===== src/rtl/uart_pkg.sv =====
// Shared UART definitions: default character width, rx FIFO sizing and the stored entry layout.
package uart_pkg;

    localparam int UART_N        = 8;
    localparam int RXFIFO_DEPTH  = 8;
    localparam int RXFIFO_THRESH = 4;

    typedef struct packed {
        logic              err;
        logic [UART_N-1:0] data;
    } rx_entry_t;

endpackage


===== src/rtl/fifo_ptr.sv =====
// Wrap-around FIFO pointer with increment enable and synchronous clear; shared by rx and tx FIFOs.
module fifo_ptr #(
    parameter int AW = 3
) (
    input  logic          clk_i,
    input  logic          rst_i,
    input  logic          clr_i,
    input  logic          en_i,
    output logic [AW-1:0] ptr_o
);

    logic [AW-1:0] ptr_q;
    logic [AW-1:0] ptr_d;

    // Natural binary overflow gives the modulo-DEPTH wrap for power-of-two depths.
    always_comb begin
        ptr_d = ptr_q;
        if (clr_i) begin
            ptr_d = '0;
        end else if (en_i) begin
            ptr_d = ptr_q + 1'b1;
        end
    end

    always_ff @(posedge clk_i) begin
        if (rst_i) begin
            ptr_q <= '0;
        end else begin
            ptr_q <= ptr_d;
        end
    end

    assign ptr_o = ptr_q;

endmodule


===== src/rtl/uart_rx_fifo.sv =====
// Receive-side circular FIFO: captures {err,data} on each rising edge of rx_done and presents
// the head entry show-ahead, with occupancy, threshold interrupt and sticky overflow.
module uart_rx_fifo
    import uart_pkg::*;
#(
    parameter int N      = UART_N,
    parameter int DEPTH  = RXFIFO_DEPTH,
    parameter int AW     = $clog2(DEPTH),
    parameter int THRESH = RXFIFO_THRESH
) (
    input  logic          clk,
    input  logic          rst,
    input  logic          flush,
    input  logic          rx_done,
    input  logic          rx_err,
    input  logic [N-1:0]  rx_data,
    input  logic          rd_en,
    output logic [N-1:0]  rd_data,
    output logic          rd_err,
    output logic          empty,
    output logic          full,
    output logic [AW:0]   count,
    output logic          level_irq,
    output logic          ovf,
    input  logic          ovf_clr
);

    localparam logic [AW:0] DEPTH_C  = DEPTH[AW:0];
    localparam logic [AW:0] THRESH_C = THRESH[AW:0];

    logic          done_q;
    logic [AW:0]   count_q;
    logic [AW:0]   count_d;
    logic          ovf_q;
    logic          ovf_d;
    logic          irq_q;
    logic          irq_d;
    logic [AW-1:0] wr_ptr;
    logic [AW-1:0] rd_ptr;
    logic [N:0]    mem [DEPTH];
    logic [N:0]    head;

    logic push_req;
    logic empty_s;
    logic full_s;
    logic pop;
    logic push_acc;
    logic ovf_set;

    always_comb begin
        push_req = rx_done & ~done_q;
        empty_s  = (count_q == '0);
        full_s   = (count_q == DEPTH_C);
        pop      = rd_en & ~empty_s & ~flush;
        // A full FIFO still accepts a push when a pop frees the head slot in the same cycle.
        push_acc = push_req & (~full_s | pop) & ~flush;
        ovf_set  = push_req & full_s & ~pop & ~flush;

        count_d = count_q;
        if (flush) begin
            count_d = '0;
        end else if (push_acc && !pop) begin
            count_d = count_q + 1'b1;
        end else if (pop && !push_acc) begin
            count_d = count_q - 1'b1;
        end

        irq_d = (count_d >= THRESH_C);
        ovf_d = ovf_set | (ovf_q & ~ovf_clr);
    end

    always_ff @(posedge clk) begin
        if (rst) begin
            done_q  <= 1'b0;
            count_q <= '0;
            ovf_q   <= 1'b0;
            irq_q   <= 1'b0;
        end else begin
            done_q  <= rx_done;
            count_q <= count_d;
            ovf_q   <= ovf_d;
            irq_q   <= irq_d;
        end
    end

    always_ff @(posedge clk) begin
        if (push_acc) begin
            mem[wr_ptr] <= {rx_err, rx_data};
        end
    end

    fifo_ptr #(.AW(AW)) u_wr_ptr (
        .clk_i (clk),
        .rst_i (rst),
        .clr_i (flush),
        .en_i  (push_acc),
        .ptr_o (wr_ptr)
    );

    fifo_ptr #(.AW(AW)) u_rd_ptr (
        .clk_i (clk),
        .rst_i (rst),
        .clr_i (flush),
        .en_i  (pop),
        .ptr_o (rd_ptr)
    );

    assign head      = mem[rd_ptr];
    assign rd_data   = empty_s ? '0 : head[N-1:0];
    assign rd_err    = empty_s ? 1'b0 : head[N];
    assign empty     = empty_s;
    assign full      = full_s;
    assign count     = count_q;
    assign level_irq = irq_q;
    assign ovf       = ovf_q;

endmodule

===== config.mk =====
export PLATFORM = sky130hd
export DESIGN_NAME = uart_rx_fifo
export DESIGN_NICKNAME = d
export VERILOG_FILES = /design/src/rtl/uart_pkg.sv /design/src/rtl/fifo_ptr.sv /design/src/rtl/uart_rx_fifo.sv
export SDC_FILE = /design/constraint.sdc
export NUM_CORES = 1
export LEC_CHECK = 0
export ABC_AREA = 1
export CAP_MARGIN = 40
export CORE_ASPECT_RATIO = 0.7
export CORE_UTILIZATION = 27
export DETAILED_ROUTE_END_ITERATION = 10
export PLACE_DENSITY = 0.46
export SLEW_MARGIN = 20
export SYNTH_ARGS = -nofsm -noshare
export SYNTH_HDL_FRONTEND = slang
export SYNTH_SLANG_ARGS = --single-unit

===== constraint.sdc =====
create_clock -name clk -period 4.3 [get_ports clk]
set_input_delay 0.86 -clock clk [delete_from_list [all_inputs] [get_ports clk]]
set_output_delay 0.86 -clock clk [all_outputs]
set_load 0.1 [all_outputs]

Yosys cells after proc, flatten, opt, wreduce, memory -nomap -nowiden
Memories as Yosys holds them, arrays and structs flattened. A register that Yosys moved wholly into a read port is not among the register bits.
Cells that the tools add are included.
W data, S select, Z words.
- register bits: 13
- RAM bits: 72
- input port bits: 15
- word-level logic and storage cells: 45
- memories kept: 1
- memories (memory ; depth ; bits a word ; read ports ; clocked after memory_dff ; wr ports ; line ; RTL):
    mem ; 8 ; 9 ; 1 ; 1 ; 1 ; uart_rx_fifo.sv:40 ; logic [N:0] mem [DEPTH];
- add/sub/neg operators: 4
- $lt $le $gt $ge: 1
- equal/unequal tests: 1
- mux-type cells: 9
- bitwise gates (word level): 17
- reduce and logical (&&, ||, !) cells: 6
- operators by type and width (operator ; count):
    $mux W4 ; 3
    $and A1 B1 Y1 ; 9
    $mux W8 ; 1
    $add A3 B1 Y3 const B ; 2
    $mux W3 ; 2
    $not A1 Y1 ; 6
    $add A4 B1 Y4 const B ; 1
    $eq A4 B4 Y1 const B ; 1
    $ge A4 B3 Y1 const B ; 1
    $logic_not A4 Y1 ; 1
    $sub A4 B1 Y4 const B ; 1
    $mux W1 ; 3
    $logic_and A1 B1 Y1 ; 2
    $logic_not A1 Y1 ; 2
    $or A1 B1 Y1 ; 2
    $reduce_or A2 Y1 ; 1

Logic depth before layout (Yosys ltp)
- depth after elaboration: 13
- depth in mapped cells: 10
- depth with buffers taken out: 10

Cells and area by module
Synthesis repeated with hierarchy kept, for this count alone.
- cells, all modules: 324
- area total of the unflattened synthesis: 3608.5 um^2
- by module, submodules not included (module ; instances ; cells an instance ; area an instance (um^2) ; seq. area each (um^2)):
    uart_rx_fifo ; 1 ; 286 ; 3330.7 ; 2302.2
    fifo_ptr ; 2 ; 19 ; 138.9 ; 60.1

Worst setup path after synthesis
Ideal clock, no wire load.
- path kind: reg2out
- from: reg count_q[0], in the netlist count[0]
- to: out rd_data[0]
- arrival time: 3.149 ns
- slack: 0.291 ns
- cell stages (with the launch flop): 7
- buffers on the path: 1
- path through: dfxtp_1 -> inv_1 -> ha_1 -> nand2_1 -> buf_1 -> o21ai_0 -> nor2_1
- word-level cells in the longest chain between the ends: 2
- ends and longest elaborated chain (what ; line ; RTL):
    from (decl) ; uart_rx_fifo.sv:32 ; logic [AW:0] count_q;
    from (signal assigned) ; uart_rx_fifo.sv:80 ; count_q <= count_d;
    $logic_not A4 Y1 ; uart_rx_fifo.sv:52 ; empty_s = (count_q == '0);
    $mux W8 ; uart_rx_fifo.sv:109 ; assign rd_data = empty_s ? '0 : head[N-1:0];
    to (decl) ; uart_rx_fifo.sv:18 ; output logic [N-1:0] rd_data,
No other way between the ends.

==> metrics.md <==
| Metric | Value |
|---|---|
| Relative slew slack | `52.71%` |
| Setup Skew | `0.004407 ns` |
| Crit end category | `primary output` |
| Most frequent cells in the layout | `73 x nor2_1, 72 x edfxtp_1, 49 x o21ai_0, 24 x inv_1, 21 x clkdlybuf4s50_1` |
| Yosys warning total | `0` |
| Die Span Y | `between 90 and 100 um` |
| Worst hold path type | `reg2reg` |
| Setup Viol. Count Final | `0` |
| Placed cell area | `4223 sq um` |
| Reg2reg setup slack | `2.06 ns` |
| CTS tree | `done` |
| Post-Syn Instances | `322` |
| R2r endpoint | `mem[5][1]` |
| Fillers | `1,304` |
| GRT overflow | `0` |
| Initial antenna violation count | `0` |
| Worst Hold Path Cells | `2` |
| Initial core utilization | `about 28%` |
| Post-synthesis async set-or-reset flop share | `0%` |
| Critical Path RT | `3.44 ns` |
| Drt total wl | `7971 um` |
| DR DRC count | `0` |
| Min cycle time layout | `3.322 ns` |
| Antenna violation net count after detailed routing | `0` |
| Min-Delay Startpoint | `ovf` |
| Number of library cell types mapped by synthesis | `25` |
| Routed vias/inst | `~4.4` |
| Wire per inst | `14.76 um` |
| FF-to-FF path depth | `10` |
| P&R area growth vs syn | `25.80%` |
| End of the worst hold path | `ovf` |
| Post-Syn Nets | `341` |
| Root buffer cell | `clkbuf_16` |
| Most common cell after layout, fill and taps aside | `nor2_1` |
| Final #Nets | `~390` |
| RSZ-0062 raised after global routing | `no` |
| DRT Pass-1 Iters | `4` |
| Worst IR Drop VDD | `0.0002066 V` |
| Post-CTS Setup Bufs | `0` |
| Level count of the clock H-tree | `3` |
| Crit Path Max Fanout | `21` |
| Max cap viols | `0` |
| First-pass GRT wire length | `12,790 um` |
| Layout Utilization | `34.88%` |
| Sink Count | `88` |
| Core area | `~13,000 sq um` |
| # IOs | `32` |
| Synthesized area per cell | `11.31 sq um` |
| Skew-Pair Late Insertion Delay | `0.33 ns` |
| Routability cong. | `roughly 0.76` |
| Worst r2r src | `count[0]` |
| Yosys reg bits | `between 80 and 90` |
| Worst-path clk slew | `around 0.060 ns` |
| Placed cell count | `521` |
| Final Non-Filler Cells | `540` |
| Full die area | `~14,000 sq um` |
| Mapped Area | `3642 sq um` |
| Dpl hpwl | `5527 um` |
| Fin crit share | `77.25%` |
| ANT cells | `0` |
| DR vias | `2,390` |
| Main synth FF type | `edfxtp_1` |
| Port-buffer cells | `31` |
| EDFF count, synth | `72` |
| TritonCTS Buffers | `9` |
| Fin. max-slew vios | `0` |
| Pwr/cell area | `432.5 nW/um^2` |
| Fmax | `0.3011 GHz` |
| Crit path kind | `reg2out` |
| Vias in the first global route | `2,389` |
| Cell Rows | `35` |
| Layout cells sized above 1 | `14.44%` |
| Largest net degree at the start of global routing | `28` |
| Total GRT Usage | `12.38%` |
| Width of the chip | `140.8 um` |
| Hold_buf cts | `0` |
| Setup_tns | `0 ns` |
| Status | `complete, no violations` |
| Crit path launch type | `register` |
| Final instance area | `4582 sq um` |
| LEAKAGE | `1.654 nW` |
| Final hold viol count | `0` |
| DR iter-0 viols | `123` |
| Crit path arrival time | `2.46 ns` |
| Worst-margin pin slew | `0.7084 ns` |
| Register area share after synthesis | `between 60% and 70%` |
| PostCTS Resize Cnt | `0` |
| Clock Tree Buf Depth | `2` |
-- worst max path at each step --
stage	to	slack (ns)	depth (start not counted)
3_3_place_gp	mem[5][7]	1.15	9
4_1_cts	rd_data[7]	0.92	8
6_report	rd_data[7]	0.98	8
2_1_floorplan	rd_data[0]	0.29	6
3_5_place_dp	mem[3][7]	1.17	9
5_1_grt	rd_err	0.69	6
-- power by group --
part           switching, W  total [W]  internal [W]
logic              0.000126   0.000174     0.0000480
clock network      0.000307   0.000872      0.000565
registers        0.00000560   0.000935      0.000929
total              0.000439    0.00198       0.00154
-- worst max-delay path, stage by stage, from the launching register on --
cell,delay (ns)
dfxtp_1,0.77
buf_4,0.39
nor2_1,0.08
nor2_1,0.08
o21ai_0,0.11
o21ai_0,0.10
o21ai_0,0.10
nor2_1,0.17
buf_4,0.31
-- Yosys cell counts (5+ instances only) --
library cell	number	area share [%]
a21oi_1	6	0.82
mux2i_1	9	2.5
nor2_1	73	7.5
nand2_1	19	2.0
o21ai_0	49	6.7
edfxtp_1	72	59
buf_4	5	1.0
o22ai_1	9	1.5
buf_2	5	0.69
dfxtp_1	16	8.8
inv_1	24	2.5
o21ai_1	5	0.69
nand3_1	7	0.96
inv_2	5	0.52
-- area by class of cell --
cell class                      count  area, sq um  share of cell area [%]
Clock buffer                       10        229.0                   4.997
Timing Repair Buffer               48        465.4                   10.16
Clock inverter                      6        107.6                   2.348
Multi-Input combinational cell    193        980.9                   21.41
Tap cell                          166        207.7                   4.533
Inverter                           29        108.9                   2.376
Sequential cell                    88         2482                   54.18
-- routing by layer --
layer / vias up / share of wire [%] / global-route usage (%)
met5: - / 0 / 0
met3: 9 / 3.6 / 3.852
met1: 1131 / 51 / 17.17
li1: 1210 / - / -
met4: 0 / 1.0 / 3.010
met2: 40 / 44 / 18.87
-- cell families (layout without fill, tap and decap cells) --
logic type	after synthesis	count (layout)	share of synthesized area (%)
buf+inv	41	93	4.912
simple gates	110	110	13.05
fa+ha+maj	4	4	1.374
flops	88	88	68.16
xor+xnor	1	1	0.2405
compound gates	69	69	9.790
mux	9	9	2.473
-- metrics by stage --
step / hold WS [ns] / setup WS (ns) / power (W)
2_1_floorplan: 0.4476 / 0.2909 / 0.001066
3_3_place_gp: 0.4622 / 1.155 / 0.001120
3_5_place_dp: 0.4623 / 1.173 / 0.001130
4_1_cts: 0.4763 / 0.9152 / 0.002008
5_1_grt: 0.4850 / 0.6945 / 0.002058
6_report: 0.4693 / 0.9783 / 0.001981
-- registers in the layout, indices dropped and copies added (netlist names), named ones only --
register        cells
u_wr_ptr.ptr_o      3
u_rd_ptr.ptr_o      3
ovf                 1
count               4
mem                72
done_q              1
level_irq           1
Power figures use the tool's default switching activity.
